$ cat src/rtl/load_store_unit.sv
// Load/store unit: turns one core access into at most one word-aligned bus request,
// with lane steering, load extension, alignment checks and a REQ/WAIT timeout.
module load_store_unit #(
   parameter int TIMEOUT = 255
) (
   input  logic        clk,
   input  logic        rst,
   input  logic        req_valid,
   output logic        req_ready,
   input  logic        req_write,
   input  logic [1:0]  req_size,
   input  logic        req_unsigned,
   input  logic [31:0] req_addr,
   input  logic [31:0] req_wdata,
   output logic        resp_valid,
   output logic [31:0] resp_rdata,
   output logic        resp_error,
   output logic        mem_valid,
   input  logic        mem_ready,
   output logic        mem_write,
   output logic [31:0] mem_addr,
   output logic [3:0]  mem_wstrb,
   output logic [31:0] mem_wdata,
   input  logic        mem_rvalid,
   input  logic [31:0] mem_rdata,
   output logic [1:0]  dbg_state
);

   // Handshakes: a core access transfers when req_valid && req_ready; a bus request
   // transfers when mem_valid && mem_ready; read data is taken only when mem_rvalid
   // is high while waiting for it. resp_valid is a one-cycle pulse.

   localparam int CW = (TIMEOUT < 2) ? 1 : $clog2(TIMEOUT);
   localparam logic [CW-1:0] CNT_LAST = CW'(TIMEOUT - 1);

   typedef enum logic [1:0] {
      IDLE = 2'd0,
      REQ  = 2'd1,
      WAIT = 2'd2,
      RESP = 2'd3
   } state_t;

   state_t        state_q, state_d;
   logic [CW-1:0] cnt_q, cnt_d;

   logic          op_write;
   logic [1:0]    op_size;
   logic          op_uns;
   logic [31:0]   op_addr;
   logic [31:0]   op_wdata;

   logic [31:0]   rsp_data_q;
   logic          rsp_err_q;

   logic          latch_req;
   logic          rsp_set;
   logic          rsp_err_d;
   logic [31:0]   rsp_data_d;

   logic          req_bad;
   logic [7:0]    byte_sel;
   logic [15:0]   half_sel;
   logic [31:0]   load_ext;
   logic [3:0]    store_strb;
   logic [31:0]   store_data;

   // Illegal size or a half/word address that does not sit on its natural boundary.
   always_comb begin
      req_bad = 1'b0;
      case (req_size)
         2'b00:   req_bad = 1'b0;
         2'b01:   req_bad = req_addr[0];
         2'b10:   req_bad = |req_addr[1:0];
         default: req_bad = 1'b1;
      endcase
   end

   always_comb begin
      byte_sel = 8'(mem_rdata >> {op_addr[1:0], 3'b000});
      half_sel = 16'(mem_rdata >> {op_addr[1], 4'b0000});
      load_ext = mem_rdata;
      case (op_size)
         2'b00:   load_ext = {{24{~op_uns & byte_sel[7]}}, byte_sel};
         2'b01:   load_ext = {{16{~op_uns & half_sel[15]}}, half_sel};
         default: load_ext = mem_rdata;
      endcase
   end

   always_comb begin
      store_strb = 4'b1111;
      store_data = op_wdata;
      case (op_size)
         2'b00: begin
            store_strb = 4'b0001 << op_addr[1:0];
            store_data = {4{op_wdata[7:0]}};
         end
         2'b01: begin
            store_strb = 4'b0011 << {op_addr[1], 1'b0};
            store_data = {2{op_wdata[15:0]}};
         end
         default: begin
            store_strb = 4'b1111;
            store_data = op_wdata;
         end
      endcase
   end

   always_ff @(posedge clk or posedge rst) begin
      if (rst) begin
         state_q <= IDLE;
         cnt_q   <= '0;
      end else begin
         state_q <= state_d;
         cnt_q   <= cnt_d;
      end
   end

   // A completing event in the same cycle as the last counted cycle still wins,
   // except a load handshake, which would leave no cycle for the read return.
   always_comb begin
      state_d    = state_q;
      cnt_d      = cnt_q;
      latch_req  = 1'b0;
      rsp_set    = 1'b0;
      rsp_err_d  = 1'b0;
      rsp_data_d = '0;
      case (state_q)
         IDLE: begin
            if (req_valid) begin
               latch_req = 1'b1;
               cnt_d     = '0;
               if (req_bad) begin
                  state_d   = RESP;
                  rsp_set   = 1'b1;
                  rsp_err_d = 1'b1;
               end else begin
                  state_d = REQ;
               end
            end
         end
         REQ: begin
            if (mem_ready && op_write) begin
               state_d = RESP;
               rsp_set = 1'b1;
            end else if (cnt_q == CNT_LAST) begin
               state_d   = RESP;
               rsp_set   = 1'b1;
               rsp_err_d = 1'b1;
            end else begin
               cnt_d = cnt_q + 1'b1;
               if (mem_ready) state_d = WAIT;
            end
         end
         WAIT: begin
            if (mem_rvalid) begin
               state_d    = RESP;
               rsp_set    = 1'b1;
               rsp_data_d = load_ext;
            end else if (cnt_q == CNT_LAST) begin
               state_d   = RESP;
               rsp_set   = 1'b1;
               rsp_err_d = 1'b1;
            end else begin
               cnt_d = cnt_q + 1'b1;
            end
         end
         RESP: begin
            state_d = IDLE;
         end
         default: begin
            state_d = IDLE;
         end
      endcase
   end

   always_ff @(posedge clk or posedge rst) begin
      if (rst) begin
         op_write <= 1'b0;
         op_size  <= 2'b00;
         op_uns   <= 1'b0;
         op_addr  <= '0;
         op_wdata <= '0;
      end else if (latch_req) begin
         op_write <= req_write;
         op_size  <= req_size;
         op_uns   <= req_unsigned;
         op_addr  <= req_addr;
         op_wdata <= req_wdata;
      end
   end

   // Response data and error persist after the pulse until the next completion.
   always_ff @(posedge clk or posedge rst) begin
      if (rst) begin
         rsp_data_q <= '0;
         rsp_err_q  <= 1'b0;
      end else if (rsp_set) begin
         rsp_data_q <= rsp_data_d;
         rsp_err_q  <= rsp_err_d;
      end
   end

   assign req_ready  = (state_q == IDLE);
   assign resp_valid = (state_q == RESP);
   assign resp_rdata = rsp_data_q;
   assign resp_error = rsp_err_q;

   // Bus outputs are zero outside REQ so an idle or reset unit drives a quiet bus.
   assign mem_valid  = (state_q == REQ);
   assign mem_write  = mem_valid & op_write;
   assign mem_addr   = mem_valid ? {op_addr[31:2], 2'b00} : '0;
   assign mem_wstrb  = mem_write ? store_strb : 4'b0000;
   assign mem_wdata  = mem_write ? store_data : '0;

   assign dbg_state  = state_q;

endmodule

$ cat config.mk
export PLATFORM = sky130hd
export DESIGN_NAME = load_store_unit
export DESIGN_NICKNAME = d
export VERILOG_FILES = /design/src/rtl/load_store_unit.sv
export SDC_FILE = /design/constraint.sdc
export NUM_CORES = 1
export LEC_CHECK = 0
export ABC_AREA = 1
export CORE_MARGIN = 5
export CORE_UTILIZATION = 33
export CTS_CLUSTER_SIZE = 8
export DETAILED_ROUTE_END_ITERATION = 12
export GPL_ROUTABILITY_DRIVEN = 0
export SYNTH_ARGS = -nofsm -noshare
export SYNTH_HDL_FRONTEND = slang
export SYNTH_SLANG_ARGS = --single-unit
export TNS_END_PERCENT = 50
$ cat constraint.sdc
create_clock -name clk -period 5.7 [get_ports clk]
set_input_delay 1.14 -clock clk [delete_from_list [all_inputs] [get_ports clk]]
set_output_delay 1.14 -clock clk [all_outputs]
set_load 0.1 [all_outputs]
=== Word-level counts from Yosys, hierarchy flattened ===
Cells that the tools add are included.

* Bits in registers: 111
* Input bits: 105
* Logic and storage cells: 71

* Add/sub/neg operators: 1
* Eq/ne operators: 12
* Shift-type cells: 4
* Muxes and demuxes: 33
* Bitwise logic cells: 4
* Reduce and logical (&&, ||, !) cells: 8

{| class="wikitable"
|+ Operators by type and width
! cell !! number
|-
| 32-bit two-way mux || 4
|-
| 32-bit one-hot mux with 2 select lines || 2
|-
| 8-bit two-way mux || 4
|-
| 32-bit by 5-bit >> shifter with 16-bit output || 1
|-
| 32-bit by 5-bit >> shifter with 8-bit output || 1
|-
| 8-bit one-hot mux with 3 select lines || 1
|-
| 2-bit two-way mux || 7
|-
| 1-bit two-way mux || 9
|-
| 1-bit one-hot mux with 3 select lines || 3
|-
| 8-bit by 1-bit adder with 8-bit output, second input constant || 1
|-
| 8-bit == test, second input constant || 1
|-
| 2-bit one-hot mux with 4 select lines || 1
|-
| 4-bit one-hot mux with 2 select lines || 1
|-
| 2-bit by 1-bit == test with 1-bit output, second input constant || 3
|-
| 2-bit == test, second input constant || 3
|-
| 2-bit zero test || 3
|-
| 2-bit != test, second input constant || 3
|-
| 4-bit two-way mux || 1
|-
| 4-bit by 1-bit != test with 1-bit output, second input constant || 1
|-
| 4-bit AND reduction || 1
|-
| 1-bit by 2-bit << shifter with 4-bit output, first input constant || 1
|-
| 2-bit by 2-bit << shifter with 4-bit output, first input constant || 1
|-
| 1-bit bitwise AND || 3
|-
| 3-bit != test, second input constant || 1
|-
| other kinds (5) || 5
|}

=== Longest topological paths before layout ===
Gate-level depths: netlist of run 1.

* Depth after elaboration: 5
* Gate-level depth with buffers: 11
* Gate-level depth less buffers: 10

=== Worst setup path after synthesis of run 1 ===
No wires, ideal clock.

* Kind: reg-to-output
* From: register state_q[0] (netlist: dbg_state[0])
* To: output mem_wdata[16]
* Arrival time: 4.559 ns
* Required time: 4.560 ns
* Setup slack: 0.001 ns
* Stages on the path, launching flop included: 8
* Path buffers: 2
* Path through: dfrtp_1 ha_1 buf_2 nand2_2 inv_1 buf_2 o21ai_0 a21oi_1

* Word-level cells in the longest chain between the ends: 3

{| class="wikitable"
|+ RTL lines
! element !! RTL line !! text
|-
| from (decl) || 43 || <nowiki>state_t state_q, state_d;</nowiki>
|-
| from (signal assigned) || 113 || <nowiki>state_q <= state_d;</nowiki>
|-
| 2-bit by 1-bit == test with 1-bit output || 209 || <nowiki>assign mem_valid = (state_q == REQ);</nowiki>
|-
| named net mem_valid || 18 || <nowiki>output logic mem_valid,</nowiki>
|-
| 1-bit bitwise AND || 210 || <nowiki>assign mem_write = mem_valid & op_write;</nowiki>
|-
| named net mem_write || 20 || <nowiki>output logic mem_write,</nowiki>
|-
| 32-bit two-way mux || 213 || <nowiki>assign mem_wdata = mem_write ? store_data : '0;</nowiki>
|-
| to (decl) || 23 || <nowiki>output logic [31:0] mem_wdata,</nowiki>
|}

The timed path passes the listed nets, and every way through them passes these cells.

=== Worst setup path after layout of run 1 ===
* From: register state_q[1] (netlist: dbg_state[1])
* To: output mem_addr[16]

* Word-level cells in the longest chain between the ends: 2

{| class="wikitable"
|+ RTL lines
! element !! RTL line !! text
|-
| 2-bit by 1-bit == test with 1-bit output || 209 ||
|-
| 32-bit two-way mux || 211 || <nowiki>assign mem_addr = mem_valid ? {op_addr[31:2], 2'b00} : '0;</nowiki>
|-
| to (decl) || 21 || <nowiki>output logic [31:0] mem_addr,</nowiki>
|}

Every way passes these cells.

==> impl_metrics.env, run 1 <==
export IMPL_synth_cell_types=35
export IMPL_maxSlewViolCount=0
export IMPL_vdd_ir_drop_worst_mv=0.397
export IMPL_root_buffer="clkbuf_16"
export IMPL_die_h_um=142
export IMPL_synth_top_family_by_area="simple AND/OR/NAND/NOR gates"
export IMPL_cts_sinks=111
export IMPL_drc=0
export IMPL_antenna_found_initial=0
export IMPL_syn_area_mm2=0.00579
export IMPL_tns_ps=0
export IMPL_synth_area_per_cell_um2=7.24
export IMPL_first_pass_iters=5
export IMPL_hold_depth=2
export IMPL_yosys_warnings=0
export IMPL_pin_count=212
export IMPL_nets=1100
export IMPL_port_buffers=209
export IMPL_cts_buffers=9
export IMPL_routedWlPerCell_um=15.4
export IMPL_drv_cap=0
export IMPL_hold_viol=0
export IMPL_ys_ff_latch=111
export IMPL_grt_max_degree=78
export IMPL_area_growth_pct=42.3
export IMPL_n_fill_cell=1738
export IMPL_ctsHoldBuffers=0
export IMPL_syn_inst=799
export IMPL_cp_max_fo=31
export IMPL_worstPathRequired_ps=4560
export IMPL_p_leak_nw=4.27
export IMPL_ctsResizeCount=0
export IMPL_gr_usage_all_layers_pct=18.8
export IMPL_synth_adder_area_share_pct=1.51
export IMPL_clk_pin_slew_ps=80
export IMPL_grt_pass1_vias=5708
export IMPL_power_w=0.00560
export IMPL_cts_buffer_depth=2
export IMPL_synth_compound_area_share_pct=8.17
export IMPL_routed_wl_um=18800
export IMPL_critical_path_class="reg2out"
export IMPL_dp_worst_setup_slack_ps=2140
export IMPL_cts_max_level=3
export IMPL_initial_core_util_pct=33.6
export IMPL_antenna_cells=0
export IMPL_muxShareOfSynthArea_pct=0
export IMPL_skew_ps=10.6
export IMPL_synthSimpleGateAreaFrac_pct=33.8
export IMPL_start_kind="flop"
export IMPL_ys_seq_area_share_pct=48.0
export IMPL_die_w_um=142
export IMPL_drt_iter0_drc=282
export IMPL_worstRegToRegCells=11
export IMPL_worstPathArrival_ps=2800
export IMPL_max_freq_mhz=254
export IMPL_grt_pass1_wl_um=30400
export IMPL_cellPowerDensity_mw_per_mm2=680
export IMPL_cts_tree="built"
export IMPL_via_per_inst=4.58
export IMPL_hold_class="reg2reg"
export IMPL_crit_path_end_kind="output pin"
export IMPL_setup_viol=0
export IMPL_fp_row_count=48
export IMPL_dp_hpwl_um=13600
export IMPL_ant_nets=0
export IMPL_finish_utilization_pct=47.8
export IMPL_period_share_pct=69.1
export IMPL_core_area_mm2=0.0172
export IMPL_grt_overflow=0
export IMPL_synth_xor_area_share_pct=0.303
export IMPL_dieArea_mm2=0.0203
export IMPL_slew_headroom_pct=31.3
export IMPL_period_minus_slack_ps=3940
export IMPL_insertion_delay_ps=360
export IMPL_setup_slack_ps=1760
export IMPL_vias=5575
export IMPL_cts_setup_buffers=0
export IMPL_worstMarginPinSlew_ps=1030
export IMPL_drive_above_1_share_pct=8.66
export IMPL_status="completed"
export IMPL_rsz0062_at_grt="no"
routing by layer:
metal	share of wire, %	up-vias	wire length (um)	track usage (%)
met1	42	2527	7950	23.6
li1	-	2846	-	-
met4	1.4	0	272	5.00
met2	47	185	8780	30.9
met3	9.7	17	1820	6.75
met5	0	-	0	0
cell families after synthesis:
group / count (synthesis)
adder cells (fa/ha/maj): 7
other: 1
XOR/XNOR: 2
buffers and inverters: 112
AO/OA/AOI/OAI: 83
flip-flops: 111
AND/OR/NAND/NOR: 483
worst max-delay path, stage by stage (launching register included):
cell             delay [ps]
dfrtp_1                 430
inv_1                   110
ha_1                    230
buf_4                   330
nand2_1                 110
inv_1                    70
clkdlybuf4s50_1        1130
through the flow:
step	hold slack [ps]	instances	cell area, um2
after floorplan	444	800	5790
after global placement	457	1202	7930
after detailed placement	461	1202	7930
after CTS	483	1218	8230
after global routing	504	1218	8230
final	477	1218	8230
synthesized netlist by cell type:
cell	number	area share (%)
a211oi_2	1	0.22
nand2_4	1	0.19
xnor2_1	2	0.30
o211ai_1	8	1.0
inv_1	71	4.6
nor2_2	1	0.11
nor2_1	44	2.9
nand4_1	4	0.43
inv_2	3	0.19
nor2_4	1	0.19
o21ai_1	4	0.35
o31ai_1	2	0.26
nand3b_1	1	0.13
clkbuf_2	1	0.086
buf_6	4	0.78
a31o_2	2	0.30
o22ai_1	8	0.87
or2_2	8	0.87
nand3_2	4	0.69
dfrtp_1	111	48
a31oi_1	2	0.22
conb_1	1	0.065
a211oi_1	2	0.26
a21oi_1	12	1.0
nand2_1	379	25
clkbuf_1	19	1.2
o21ai_0	42	3.6
buf_2	8	0.69
nor2_8	1	0.35
nand3_1	35	3.0
nor3_1	2	0.17
nand2_2	2	0.22
ha_1	7	1.5
buf_4	2	0.26
buf_1	4	0.26
cells in the final DEF (no fill, tap or decap), types with 3 or more instances in the layout:
cell type and instances:
nand3_1 35, a21oi_1 12, o22ai_1 8, buf_4 43
o21ai_1 4, o211ai_1 8, clkbuf_16 9, o21ai_0 42
nor2_1 43, clkdlybuf4s50_1 172, dfrtp_1 111, nand2_2 3
nand2_1 378, inv_1 70, inv_2 3, nand4_1 4
ha_1 7, or2_2 8, nand3_2 4
final cells by class:
type                       instances  area, um2  area share (%)
clock buffer                       9        225            2.74
clock inverter                     7       77.6           0.942
inverter                          74        280            3.40
multi-input combinational        577       2550            30.9
sequential                       111       2780            33.7
tap                              225        282            3.42
timing repair buffer             215       2040            24.8
final timing paths:
path	from	end	slack (ps)
setup reg to reg	dbg_state[0]	resp_rdata[24]	3110
hold reg to reg	op_wdata[21]	op_wdata[21]	480
setup / recovery	dbg_state[1]	mem_addr[16]	1760
min in group asynchronous	rst	resp_rdata[4]	1340
hold / removal	op_wdata[21]	op_wdata[21]	480
max in group asynchronous	rst	op_wdata[22]	3270
registers in the layout, indices dropped and copies added, names as in the netlist:
register / flops
op_uns: 1
op_addr: 32
resp_rdata: 32
op_write: 1
resp_error: 1
op_size: 2
dbg_state: 2
op_wdata: 32
cnt_q: 8
power breakdown:
group          leakage [nW]  switching (W)  internal [W]
clock                 0.144       0.000332      0.000311
sequential             1.43       0.000243       0.00113
combinational          2.70        0.00277      0.000816
No activity file was read; power rests on OpenSTA's default activity.
==> run 2, diff against run 1 <==
clock period = 3.2 ns   (was 5.7 ns; I/O delays follow)
==> run 2 against run 1 <==
- power is 88% higher
- largest power group unchanged
- clock power grew 69%
- critical path type unchanged
- clock skew is essentially flat
- register-to-register slack worse by 2000 ps
- highest routed layer unchanged
- core utilization up 3.6 points
==> impl_metrics.env, run 2 (synthesized netlist as in run 1, its figures left out) <==
export IMPL_via_per_inst=4.64
export IMPL_cts_setup_buffers=0
export IMPL_initial_core_util_pct=33.6
export IMPL_rrSetupSlack_ps=1080
export IMPL_multi_input_area_mm2=0.00283
export IMPL_port_buffers=209
export IMPL_nets=1104
export IMPL_tns_ps=0
export IMPL_cellPowerDensity_mw_per_mm2=1190
export IMPL_worstPathArrival_ps=2280
export IMPL_cts_sinks=111
export IMPL_layout_common_cells="nand2_1 (378), dfrtp_1 (109), clkdlybuf4s50_1 (104), buf_4 (75), inv_1 (67)"
export IMPL_ant_nets=0
export IMPL_setup_worst_path_start="op_size[1]"
export IMPL_cts_buffers=9
export IMPL_final_common_cell="nand2_1"
export IMPL_drv_cap=0
export IMPL_hold_depth=2
export IMPL_skew_ps=10.8
export IMPL_cp_top_family="flip-flops"
export IMPL_period_share_pct=91.1
export IMPL_die_w_um=142
export IMPL_fin_area_mm2=0.00885
export IMPL_whs_ps=481
export IMPL_routedWlPerCell_um=16.2
export IMPL_dpl_cell_area_mm2=0.00857
export IMPL_pin_count=212
export IMPL_cp_slowest_cell="dfrtp_1"
export IMPL_setup_viol=0
export IMPL_timing_rr_start="dbg_state[1]"
export IMPL_grt_overflow=0
export IMPL_dieArea_mm2=0.0203
export IMPL_maxSlewViolCount=0
export IMPL_area_growth_pct=53.0
export IMPL_worstPathRequired_ps=2560
export IMPL_regArea_mm2=0.00278
export IMPL_hold_viol=0
export IMPL_worstRegToRegCells=9
export IMPL_p_leak_nw=4.51
export IMPL_critical_path_class="reg2out"
export IMPL_vdd_ir_drop_worst_mv=0.791
export IMPL_drive_above_1_share_pct=19.9
export IMPL_antenna_cells=0
export IMPL_cts_buffer_depth=2
export IMPL_ctsHoldBuffers=0
export IMPL_grt_pass1_wl_um=31500
export IMPL_grt_max_degree=78
export IMPL_max_freq_mhz=343
export IMPL_gr_usage_all_layers_pct=19.8
export IMPL_drt_iter0_drc=321
export IMPL_path_cells="nor2_2 -> inv_1 -> o22ai_1 -> nor3_2 -> buf_12"
export IMPL_finish_utilization_pct=51.4
export IMPL_grt_pass1_vias=5730
export IMPL_core_area_mm2=0.0172
export IMPL_min_delay_start="op_wdata[16]"
export IMPL_setup_slack_ps=285
export IMPL_insertion_delay_ps=360
export IMPL_hold_class="reg2reg"
export IMPL_fp_row_count=48
export IMPL_start_kind="flop"
export IMPL_first_pass_iters=5
export IMPL_die_h_um=142
export IMPL_r2r_end="cnt_q[6]"
export IMPL_clk_pin_slew_ps=80
export IMPL_vias=5669
export IMPL_cts_tree="built"
export IMPL_min_to="op_wdata[16]"
export IMPL_period_minus_slack_ps=2920
export IMPL_worstMarginPinSlew_ps=794
export IMPL_slew_headroom_pct=47.1
export IMPL_cts_max_level=3
export IMPL_antenna_found_initial=0
export IMPL_crit_path_end_kind="output pin"
export IMPL_crit_path_max_incr_delay_ps=710
export IMPL_dp_worst_setup_slack_ps=382
export IMPL_cp_max_fo=16
export IMPL_n_fill_cell=1697
export IMPL_drc=0
export IMPL_routed_wl_um=19800
export IMPL_critical_path_buf_inv_count=2
export IMPL_dp_hpwl_um=14300
export IMPL_rsz0062_at_grt="no"
export IMPL_root_buffer="clkbuf_16"
export IMPL_status="completed"
## run 2: metrics by stage
stage / total power [W] / std cells
global placement: 0.00948 / 1206
global route: 0.0111 / 1221
finish: 0.0105 / 1221
CTS: 0.0106 / 1221
detailed placement: 0.00949 / 1206
floorplan: 0.00762 / 800
## run 2: where the power goes
| part | switching (W) | internal, W |
|---|---|---|
| combinational | 0.00527 | 0.00168 |
| sequential | 0.000444 | 0.00202 |
| clock | 0.000559 | 0.000529 |
| total | 0.00628 | 0.00423 |
## run 2: per-layer routing
layer / wire (um) / up-vias / global-route usage [%]
met5: 0 / - / 0
met4: 294 / 0 / 4.60
met3: 1750 / 14 / 7.26
met2: 9260 / 199 / 31.4
met1: 8520 / 2611 / 26.0
li1: - / 2845 / -
## run 2: cell type report
class / instances / share of cell area (%)
Clock buffer: 9 / 2.54
Clock inverter: 6 / 0.551
Inverter: 74 / 3.22
Multi-Input combinational cell: 577 / 31.9
Sequential cell: 111 / 31.4
Tap cell: 225 / 3.18
Timing Repair Buffer: 219 / 27.2
## run 2: timing repair
| action | 4_1_cts | 5_1_grt |
|---|---|---|
| gates resized for setup | 1 | 0 |
| endpoints found under the hold margin | 0 | 0 |
| endpoints found under the setup margin | 1 | 0 |
## run 2: how the worst max path moves through the flow
stage	end	cells past startpoint
after floorplan	mem_wdata[22]	5
after global placement	mem_wdata[24]	7
after detailed placement	mem_wdata[24]	7
after CTS	mem_wdata[15]	5
after global routing	mem_wdata[24]	5
final	mem_wdata[15]	5
## run 2: worst reg2reg max path, delay by kind of cell, from the launching register on
kind	cells	cell delay (ps)
compound gates	1	300
buf+inv	3	610
flops	1	430
simple gates	4	570
fa+ha+maj	1	160
==> run 3, diff against run 2 <==
GPL_ROUTABILITY_DRIVEN = 1   (was 0)
clock period = 3.7 ns   (was 3.2 ns; I/O delays follow)
==> run 3 against run 2 <==
- highest routed layer unchanged
- clock power down 5%
- critical path depth up 3
- clock skew down 4.3 ps
- count of clock-buffer cells in the layout up 1
- largest power group unchanged
- setup slack worse by 53 ps
- wire length up 0.40%
- global-route usage down 0.16 points
- sequential power down 14%
- critical path type unchanged
- die area unchanged
==> impl_metrics.env, run 3 (synthesized netlist as in run 1, its figures left out) <==
export IMPL_cts_max_level=3
export IMPL_hold_viol=0
export IMPL_place_gp_congestion=0.835
export IMPL_start_kind="flop"
export IMPL_port_buffers=209
export IMPL_worstMarginPinSlew_ps=1040
export IMPL_max_freq_mhz=288
export IMPL_layout_common_cells="nand2_1 (378), clkdlybuf4s50_1 (139), dfrtp_1 (109), inv_1 (69), buf_4 (54)"
export IMPL_cts_buffer_depth=2
export IMPL_initial_core_util_pct=33.6
export IMPL_power_w=0.00907
export IMPL_ctsResizeCount=0
export IMPL_grt_overflow=0
export IMPL_worstPathArrival_ps=2730
export IMPL_clk_pin_slew_ps=70
export IMPL_wl_met3_um=1800
export IMPL_slew_headroom_pct=30.7
export IMPL_cts_buffers=9
export IMPL_top_layer="met4"
export IMPL_setup_viol=0
export IMPL_grt_pass1_vias=5803
export IMPL_dp_hpwl_um=14300
export IMPL_vdd_ir_drop_worst_mv=0.644
export IMPL_die_h_um=142
export IMPL_maxSlewViolCount=0
export IMPL_cts_tree="built"
export IMPL_pin_count=212
export IMPL_drv_cap=0
export IMPL_antenna_found_initial=0
export IMPL_grt_pass1_wl_um=31400
export IMPL_cp_max_fo=16
export IMPL_skew_ps=6.47
export IMPL_whs_ps=478
export IMPL_wl_met2_um=9390
export IMPL_via_per_inst=4.67
export IMPL_n_fill_cell=1671
export IMPL_crit_path_end_kind="output pin"
export IMPL_antenna_cells=0
export IMPL_drive_above_1_share_pct=15.7
export IMPL_die_w_um=142
export IMPL_worstPathRequired_ps=2960
export IMPL_cts_setup_buffers=0
export IMPL_p_leak_nw=4.43
export IMPL_area_growth_pct=50.3
export IMPL_final_common_cell="nand2_1"
export IMPL_vias=5694
export IMPL_root_buffer="clkbuf_16"
export IMPL_drt_iter0_drc=282
export IMPL_dieArea_mm2=0.0203
export IMPL_ant_nets=0
export IMPL_period_share_pct=93.7
export IMPL_fp_row_count=48
export IMPL_hold_class="reg2reg"
export IMPL_critical_path_class="reg2out"
export IMPL_dpl_cell_area_mm2=0.00840
export IMPL_routed_wl_um=19900
export IMPL_cellPowerDensity_mw_per_mm2=1040
export IMPL_period_minus_slack_ps=3470
export IMPL_cts_sinks=111
export IMPL_first_pass_iters=5
export IMPL_insertion_delay_ps=350
export IMPL_tns_ps=0
export IMPL_rsz0062_at_grt="no"
export IMPL_fin_area_mm2=0.00870
export IMPL_grt_max_degree=78
export IMPL_met1_length_um=8390
export IMPL_core_area_mm2=0.0172
export IMPL_status="completed"
export IMPL_nets=1104
export IMPL_routedWlPerCell_um=16.3
export IMPL_gr_usage_all_layers_pct=19.7
export IMPL_drc=0
export IMPL_ctsHoldBuffers=0
run 3: power by group:
part | switching [W] | internal (W) | total [W]
Combinational | 0.00450 | 0.00142 | 0.00592
Sequential | 0.000364 | 0.00174 | 0.00211
Clock | 0.000454 | 0.000586 | 0.00104
run 3: through the flow:
step	setup slack [ps]	cells	utilization, %
6_report	232	1220	50.5
5_1_grt	66.0	1220	50.5
4_1_cts	169	1220	50.5
3_5_place_dp	571	1206	48.7
3_3_place_gp	630	1206	48.7
2_1_floorplan	-224	800	-
run 3: cell type report:
cell class / count / area, um2 / area share (%)
Multi-Input combinational cell: 577 / 2740 / 31.5
Timing Repair Buffer: 219 / 2320 / 26.6
Clock buffer: 10 / 229 / 2.63
Clock inverter: 4 / 72.6 / 0.834
Tap cell: 225 / 282 / 3.24
Inverter: 74 / 280 / 3.22
Sequential cell: 111 / 2780 / 32.0
run 3: layer usage:
metal	track usage, %	vias up
li1	-	2846
met1	25.5	2624
met2	32.0	202
met3	5.61	22
met4	5.75	0
met5	0	-
run 3: worst paths after layout:
kind,cells after the start,from,slack (ps),end
min reg2reg,2,resp_rdata[2],480,resp_rdata[2]
min in group asynchronous,2,rst,890,cnt_q[5]
max reg2reg,10,dbg_state[1],1170,cnt_q[0]
max in group asynchronous,3,rst,2080,op_addr[21]
min,2,resp_rdata[2],480,resp_rdata[2]
max,8,dbg_state[1],230,mem_wdata[14]
run 3: critical path: stages, from the launching register on:
cell and delay (ps):
dfrtp_2 440, inv_1 140, ha_4 150, nand2_2 40, buf_4 210, inv_1 540
o21ai_0 420, nor2_4 230, buf_12 190
